`src/rtl/mem_arbiter.sv`:
```
// mem_arbiter: shares one single-ported memory between instruction fetch and
// load/store. Data accesses win by default; a wait counter lets fetch win after
// MAX_WAIT consecutive lost cycles. Read data returns one cycle after grant to
// the requester that issued the read.
//
// Handshake: a requester raises *_req with a stable payload. *_gnt is high in
// the same cycle when the request is accepted. Until then the requester keeps
// req and payload unchanged. It may drop an ungranted request, and dropping it
// has no side effect. Reads answer with *_rvalid exactly one cycle after
// *_gnt. Writes complete at grant and never answer.
module mem_arbiter #(
    parameter int ADDR_W   = 32,
    parameter int DATA_W   = 32,
    parameter int MAX_WAIT = 4
) (
    input  logic                clk,
    input  logic                rst,
    input  logic                i_req,
    input  logic [ADDR_W-1:0]   i_addr,
    output logic                i_gnt,
    output logic                i_rvalid,
    output logic [DATA_W-1:0]   i_rdata,
    input  logic                d_req,
    input  logic                d_we,
    input  logic [ADDR_W-1:0]   d_addr,
    input  logic [DATA_W-1:0]   d_wdata,
    input  logic [DATA_W/8-1:0] d_be,
    output logic                d_gnt,
    output logic                d_rvalid,
    output logic [DATA_W-1:0]   d_rdata,
    output logic [ADDR_W-1:0]   mem_addr,
    output logic [DATA_W-1:0]   mem_wdata,
    output logic [DATA_W/8-1:0] mem_byte_en,
    output logic                mem_read_req,
    output logic                mem_write_req,
    input  logic [DATA_W-1:0]   mem_rdata_raw,
    output logic [3:0]          dbg_wait_cnt,
    output logic [1:0]          dbg_resp_owner
);

    localparam logic [3:0] WAIT_LIMIT = 4'(MAX_WAIT);

    typedef enum logic [1:0] {
        OWN_NONE = 2'd0,
        OWN_INST = 2'd1,
        OWN_DATA = 2'd2
    } owner_t;

    owner_t     resp_owner, resp_owner_nxt;
    logic [3:0] wait_cnt, wait_cnt_nxt;
    logic       fetch_win, data_win;

    // Pick the winner: fetch when uncontended or when it has starved long enough.
    always_comb begin
        fetch_win = i_req && (!d_req || (wait_cnt == WAIT_LIMIT));
        data_win  = d_req && !fetch_win;
    end

    assign i_gnt = fetch_win;
    assign d_gnt = data_win;

    // Drive the memory port from the winner. All fields are zero when idle.
    always_comb begin
        mem_addr      = '0;
        mem_wdata     = '0;
        mem_byte_en   = '0;
        mem_read_req  = 1'b0;
        mem_write_req = 1'b0;
        if (fetch_win) begin
            mem_addr     = i_addr;
            mem_byte_en  = '1;
            mem_read_req = 1'b1;
        end else if (data_win) begin
            mem_addr      = d_addr;
            mem_wdata     = d_wdata;
            mem_byte_en   = d_be;
            mem_read_req  = !d_we;
            mem_write_req = d_we;
        end
    end

    // Next starvation count and next response owner.
    always_comb begin
        wait_cnt_nxt   = wait_cnt;
        resp_owner_nxt = OWN_NONE;
        if (!i_req || fetch_win) begin
            wait_cnt_nxt = '0;
        end else if (wait_cnt < WAIT_LIMIT) begin
            wait_cnt_nxt = wait_cnt + 4'd1;
        end
        if (fetch_win) begin
            resp_owner_nxt = OWN_INST;
        end else if (data_win && !d_we) begin
            resp_owner_nxt = OWN_DATA;
        end
    end

    // State registers. An asynchronous reset discards any read still in flight.
    always_ff @(posedge clk or negedge rst) begin
        if (!rst) begin
            wait_cnt   <= '0;
            resp_owner <= OWN_NONE;
        end else begin
            wait_cnt   <= wait_cnt_nxt;
            resp_owner <= resp_owner_nxt;
        end
    end

    // Route the returning read data to the owner and zero the other side.
    assign i_rvalid = (resp_owner == OWN_INST);
    assign d_rvalid = (resp_owner == OWN_DATA);
    assign i_rdata  = i_rvalid ? mem_rdata_raw : '0;
    assign d_rdata  = d_rvalid ? mem_rdata_raw : '0;

    assign dbg_wait_cnt   = wait_cnt;
    assign dbg_resp_owner = resp_owner;

endmodule

```
`config.mk`:
```
export PLATFORM = sky130hd
export DESIGN_NAME = mem_arbiter
export DESIGN_NICKNAME = d
export VERILOG_FILES = /design/src/rtl/mem_arbiter.sv
export SDC_FILE = /design/constraint.sdc
export NUM_CORES = 1
export LEC_CHECK = 0
export CAP_MARGIN = 15
export CORE_AREA = 4 4 107 109
export DETAILED_ROUTE_END_ITERATION = 6
export DIE_AREA = 0 0 111 113
export DONT_BUFFER_PORTS = 1
export SLEW_MARGIN = 20
export SYNTH_ARGS = -nofsm -noshare
export SYNTH_HDL_FRONTEND = slang
export SYNTH_SLANG_ARGS = --single-unit
```
`constraint.sdc`:
```
create_clock -name clk -period 1.9 [get_ports clk]
set_input_delay 0.475 -clock clk [delete_from_list [all_inputs] [get_ports clk]]
set_output_delay 0.475 -clock clk [all_outputs]
set_load 0.01 [all_outputs]
```
======== Word-level counts from Yosys, hierarchy flattened ========
Index checks and enable logic that the tools add are counted.
word-level totals
  bits of input ports ..................... 137
  output and inout bits ................... 144
  word-level logic and storage cells ...... 33
  flip-flop bits (word level) ............. 6
operators by class
  add/subtract/negate cells ............... 1
  equal/unequal tests ..................... 3
  reductions and logical operators ........ 10
  order comparisons ....................... 1
  muxes and demuxes ....................... 16
operators with widths
  kind                                                 number
  2-to-1 mux 32 bit                                    6
  2-to-1 mux 4 bit                                     4
  adder 4 x 1 -> 4 bit (second input constant)         1
  == test 4 x 3 -> 1 bit (second input constant)       1
  logical NOT 1 bit                                    4
  < comparator 4 x 3 -> 1 bit (second input constant)  1
  2-to-1 mux 1 bit                                     4
  2-to-1 mux 2 bit                                     2
  logical AND 1 bit                                    3
  == test 2 x 1 -> 1 bit (second input constant)       1
  == test 2 bit (second input constant)                1
  logical OR 1 bit                                     2
  nonzero test 2 bit                                   1

======== Logic depth before layout (Yosys ltp) ========
  depth after elaboration ................. 8
  depth in mapped cells ................... 7
  mapped depth without buffers ............ 5

======== Worst setup path after synthesis ========
Ideal clock, no wire load.
  path type ............................... register to output
  from .................................... reg wait_cnt[0] (netlist: dbg_wait_cnt[0])
  to ...................................... out mem_addr[22]
  slack ................................... -0.090 ns
  path buffers ............................ 2
  required time ........................... 1.425 ns
  arrival time ............................ 1.515 ns
  cell stages (with the launch flop) ...... 8
  path through ............................ dfrtp_1 -> inv_1 -> ha_1 -> nand4b_4 -> and2_4 -> buf_6 -> buf_6 -> a22o_1
between the ends
  longest elaborated chain between the ends .. 7
RTL lines
  element                   line  RTL
  start: declaration        50    logic [3:0] wait_cnt, wait_cnt_nxt;
  start signal: assignment  104   wait_cnt <= wait_cnt_nxt;
  == test 4 x 3 -> 1 bit    55    fetch_win = i_req && (!d_req || (wait_cnt == WAIT_LIMIT));
  logical OR 1 bit          55
  logical AND 1 bit         55
  logical NOT 1 bit         56    data_win = d_req && !fetch_win;
  logical AND 1 bit         56
  net d_gnt                 28    output logic d_gnt,
  2-to-1 mux 32 bit         73    end else if (data_win) begin
  2-to-1 mux 32 bit         69    if (fetch_win) begin
  end: declaration          31    output logic [ADDR_W-1:0] mem_addr,
The timed path passes the listed nets, and every way through them passes these cells.

======== Worst setup path in the final report ========
  from .................................... reg wait_cnt[0] (netlist: dbg_wait_cnt[0])
  to ...................................... out mem_addr[28]
between the ends
  longest elaborated chain between the ends .. 7
RTL lines
  element                   line
  == test 4 x 3 -> 1 bit *  55
  logical OR 1 bit *        55
  logical AND 1 bit *       55
  logical NOT 1 bit         56
  logical AND 1 bit         56
  2-to-1 mux 32 bit         73
  2-to-1 mux 32 bit *       69
Mark *: on every way between the ends. The rest lies on a longest branch, timed or not.

==> flow_summary.toml <==
[outcome]
status = "complete, but fails checks"
violations = "setup timing"

[final_layout]
final_core_util = 0.193
seqCellArea_um2 = 151
final_cell_mix = "and2_1 (64), and3_1 (21), a22o_4 (17)"
fillers = 1179
area_growth_pct = 50.3
antennaDiodeCount = 0
multi_input_area_um2 = 1350
fin_nets = 339
drive_above_1_share = 0.364
layout_commonest_cell = "and2_1"
finalInstanceArea_um2 = 2050

[critical_path]
worstSetupEndpointType = "output port"
worst-path-max-fanout = 8
max_stage_delay_ps = 390
crit_cells = 6
r2r_start = "dbg_wait_cnt[0]"
crit_start = "dbg_wait_cnt[0]"
critPathKind = "reg -> out"
crit_path_top_delay_cell = "dfrtp_1"
ff2ff_setup_slack_ps = 510
worstPathArrival_ps = 1630
critPathBufInv = 2
worstPathRequired_ps = 1420
critPathTopFamily = "flip-flops"
r2r.worst_path.cells = 6
r2r-end = "dbg_resp_owner[1]"
crit_chain = "inv_2, ha_4, nand4b_4, buf_12, and2_4, a22o_4"
start_kind = "flop"
cp-endpoint = "mem_addr[28]"

[worst_hold_path]
hold_path.class = "in -> reg"

[route]
route.final.wire_length_mm = 7.74
ant_nets = 0
drtIter0Drc = 74
drc = 0
wl_per_cell_um = 22.9
routed_via_density = 4.85
drt-pass1-iter-count = 4
vias = 1640

[clock_tree]
cts_htree_levels = 1
cts_buffers = 3
cts.sinks = 6
cts_tree = "done"
cts_root_buffer = "clkbuf_8"
worstSkewPairLatency_ps = 220
clock_path_buffers = 2
path_clk_slew_ps = 30

[place]
portBuffers = 0
gp_congestion = 0.746
pre_cts_slack_ps = -75.8
place_area_um2 = 1570
post-dp-hpwl_mm = 5.81

[timing]
fmax_mhz = 474
finalHoldViolCount = 0
skew_ps = 2.55
maxSlewViolCount = 0
tightest_slew_ps = 304
worst_slack_ps = -208
relSlewSlack = 0.797
fin_crit_sh = 1.11
rsz0062_at_grt = "yes"
setup_viol = 72
final.min_clock_period_ps = 2110

[floorplanning]
dieArea_um2 = 12500
die_h_um = 113
placeableCoreArea_um2 = 10600
ios = 281
initial_core_util = 0.129
die_x_um = 111
row_count = 38

[global_route]
grt.met1_usage = 0.115
grt_most_used_layer = "met2"
grt_max_degree = 45
grt_use_total = 0.0990
gr-total-overflow = 0
antenna_found_initial = 0
first_global_vias = 1568
gr-usage-met3 = 0.0235
grt_use_met2 = 0.191
grt_pass1_wl_mm = 9.63

[logic_synthesis]
yosysWarnings = 0
syn_area_um2 = 1360
synth_cells = 186
avgSynthCellArea_um2 = 7.33
synth-seq-area-share = 0.110
synth_fp_nets = 325
synth.distinct_cells = 21
synth_seq_cells = 6

[power]
powerDensity_nw_per_um2 = 356
switching_share = 0.378
cellInternalPower_w = 0.000453
vdd_drop_max_v = 0.000451
power_frac_comb = 0.548
seqPwrFrac = 0.191
p_clk_frac = 0.260
p_leak_nw = 0.961
p_sw_w = 0.000276

[job]
cap_viol_max_count = 0
synthesized netlist by cell type:
library cell	n	share of area
and2_4	1	0.0064
buf_6	5	0.041
ha_1	2	0.018
and2_1	64	0.29
nor2b_1	3	0.014
o21ai_0	3	0.011
buf_4	2	0.011
buf_2	1	0.0037
a22o_1	32	0.21
and3_1	34	0.16
nor2_1	1	0.0028
nand2_1	4	0.011
o21ai_2	1	0.0064
a21o_1	4	0.022
and3b_1	1	0.0064
nand4b_4	1	0.017
clkbuf_1	13	0.036
a21oi_1	3	0.011
or2_2	1	0.0046
dfrtp_1	6	0.11
inv_1	4	0.011
cell families (layout without fill, tap and decap cells):
group	count (synthesis)	count (layout)	share of synthesized area
AND/OR/NAND/NOR	110	114	0.512
buffers and inverters	25	33	0.103
AO/OA/AOI/OAI	43	43	0.256
flip-flops	6	6	0.110
adder cells (fa/ha/maj)	2	2	0.0184
worst min path at each step:
stage | from | end | slack [ps] | cells after the start
floorplan | rst | dbg_resp_owner[0] | 180 | 0
global placement | rst | dbg_resp_owner[0] | 180 | 0
detailed placement | rst | dbg_resp_owner[1] | 180 | 0
CTS | d_req | dbg_wait_cnt[3] | 410 | 1
global route | d_req | dbg_wait_cnt[3] | 420 | 1
finish | d_req | dbg_wait_cnt[3] | 410 | 1
per-stage QoR:
stage	cells	power (W)	setup TNS, ps	hold WS, ps
4_1_cts	332	0.000702	-10500	409
5_1_grt	338	0.000764	-14930	425
2_1_floorplan	186	0.000412	-6.43	179
6_report	338	0.000729	-11150	415
3_3_place_gp	317	0.000455	-9.59	180
3_5_place_dp	317	0.000456	-1770	180
sequential cells by signal (all words and copies together), names as in the netlist:
name,cells
dbg_resp_owner,2
dbg_wait_cnt,4
routing by layer:
layer	share of wire	vias to the layer above
met5	0	-
met2	0.53	187
met1	0.35	769
li1	-	682
met3	0.11	2
met4	0.0022	0
power groups by stage:
stage          logic (W)  clock network (W)  registers [W]
2_1_floorplan   0.000272                  0       0.000140
3_3_place_gp    0.000314                  0       0.000141
3_5_place_dp    0.000315                  0       0.000141
4_1_cts         0.000369           0.000194       0.000139
5_1_grt         0.000423           0.000201       0.000140
6_report        0.000400           0.000190       0.000140
cell type report:
type,count,share of cell area
Tap cell,140,0.0855
Clock buffer,3,0.0202
Inverter,4,0.00733
Multi-Input combinational cell,159,0.659
Timing Repair Buffer,26,0.155
Sequential cell,6,0.0739
repair_timing:
action,CTS,global route
buffers inserted,7,4
pin swaps,5,13
setup endpoints to repair,39,73
hold buffers,1,0
resized for setup,22,25
cloned,4,3
endpoints found under the hold margin,6,0
Note: power is estimated with default switching activity, not from simulation.
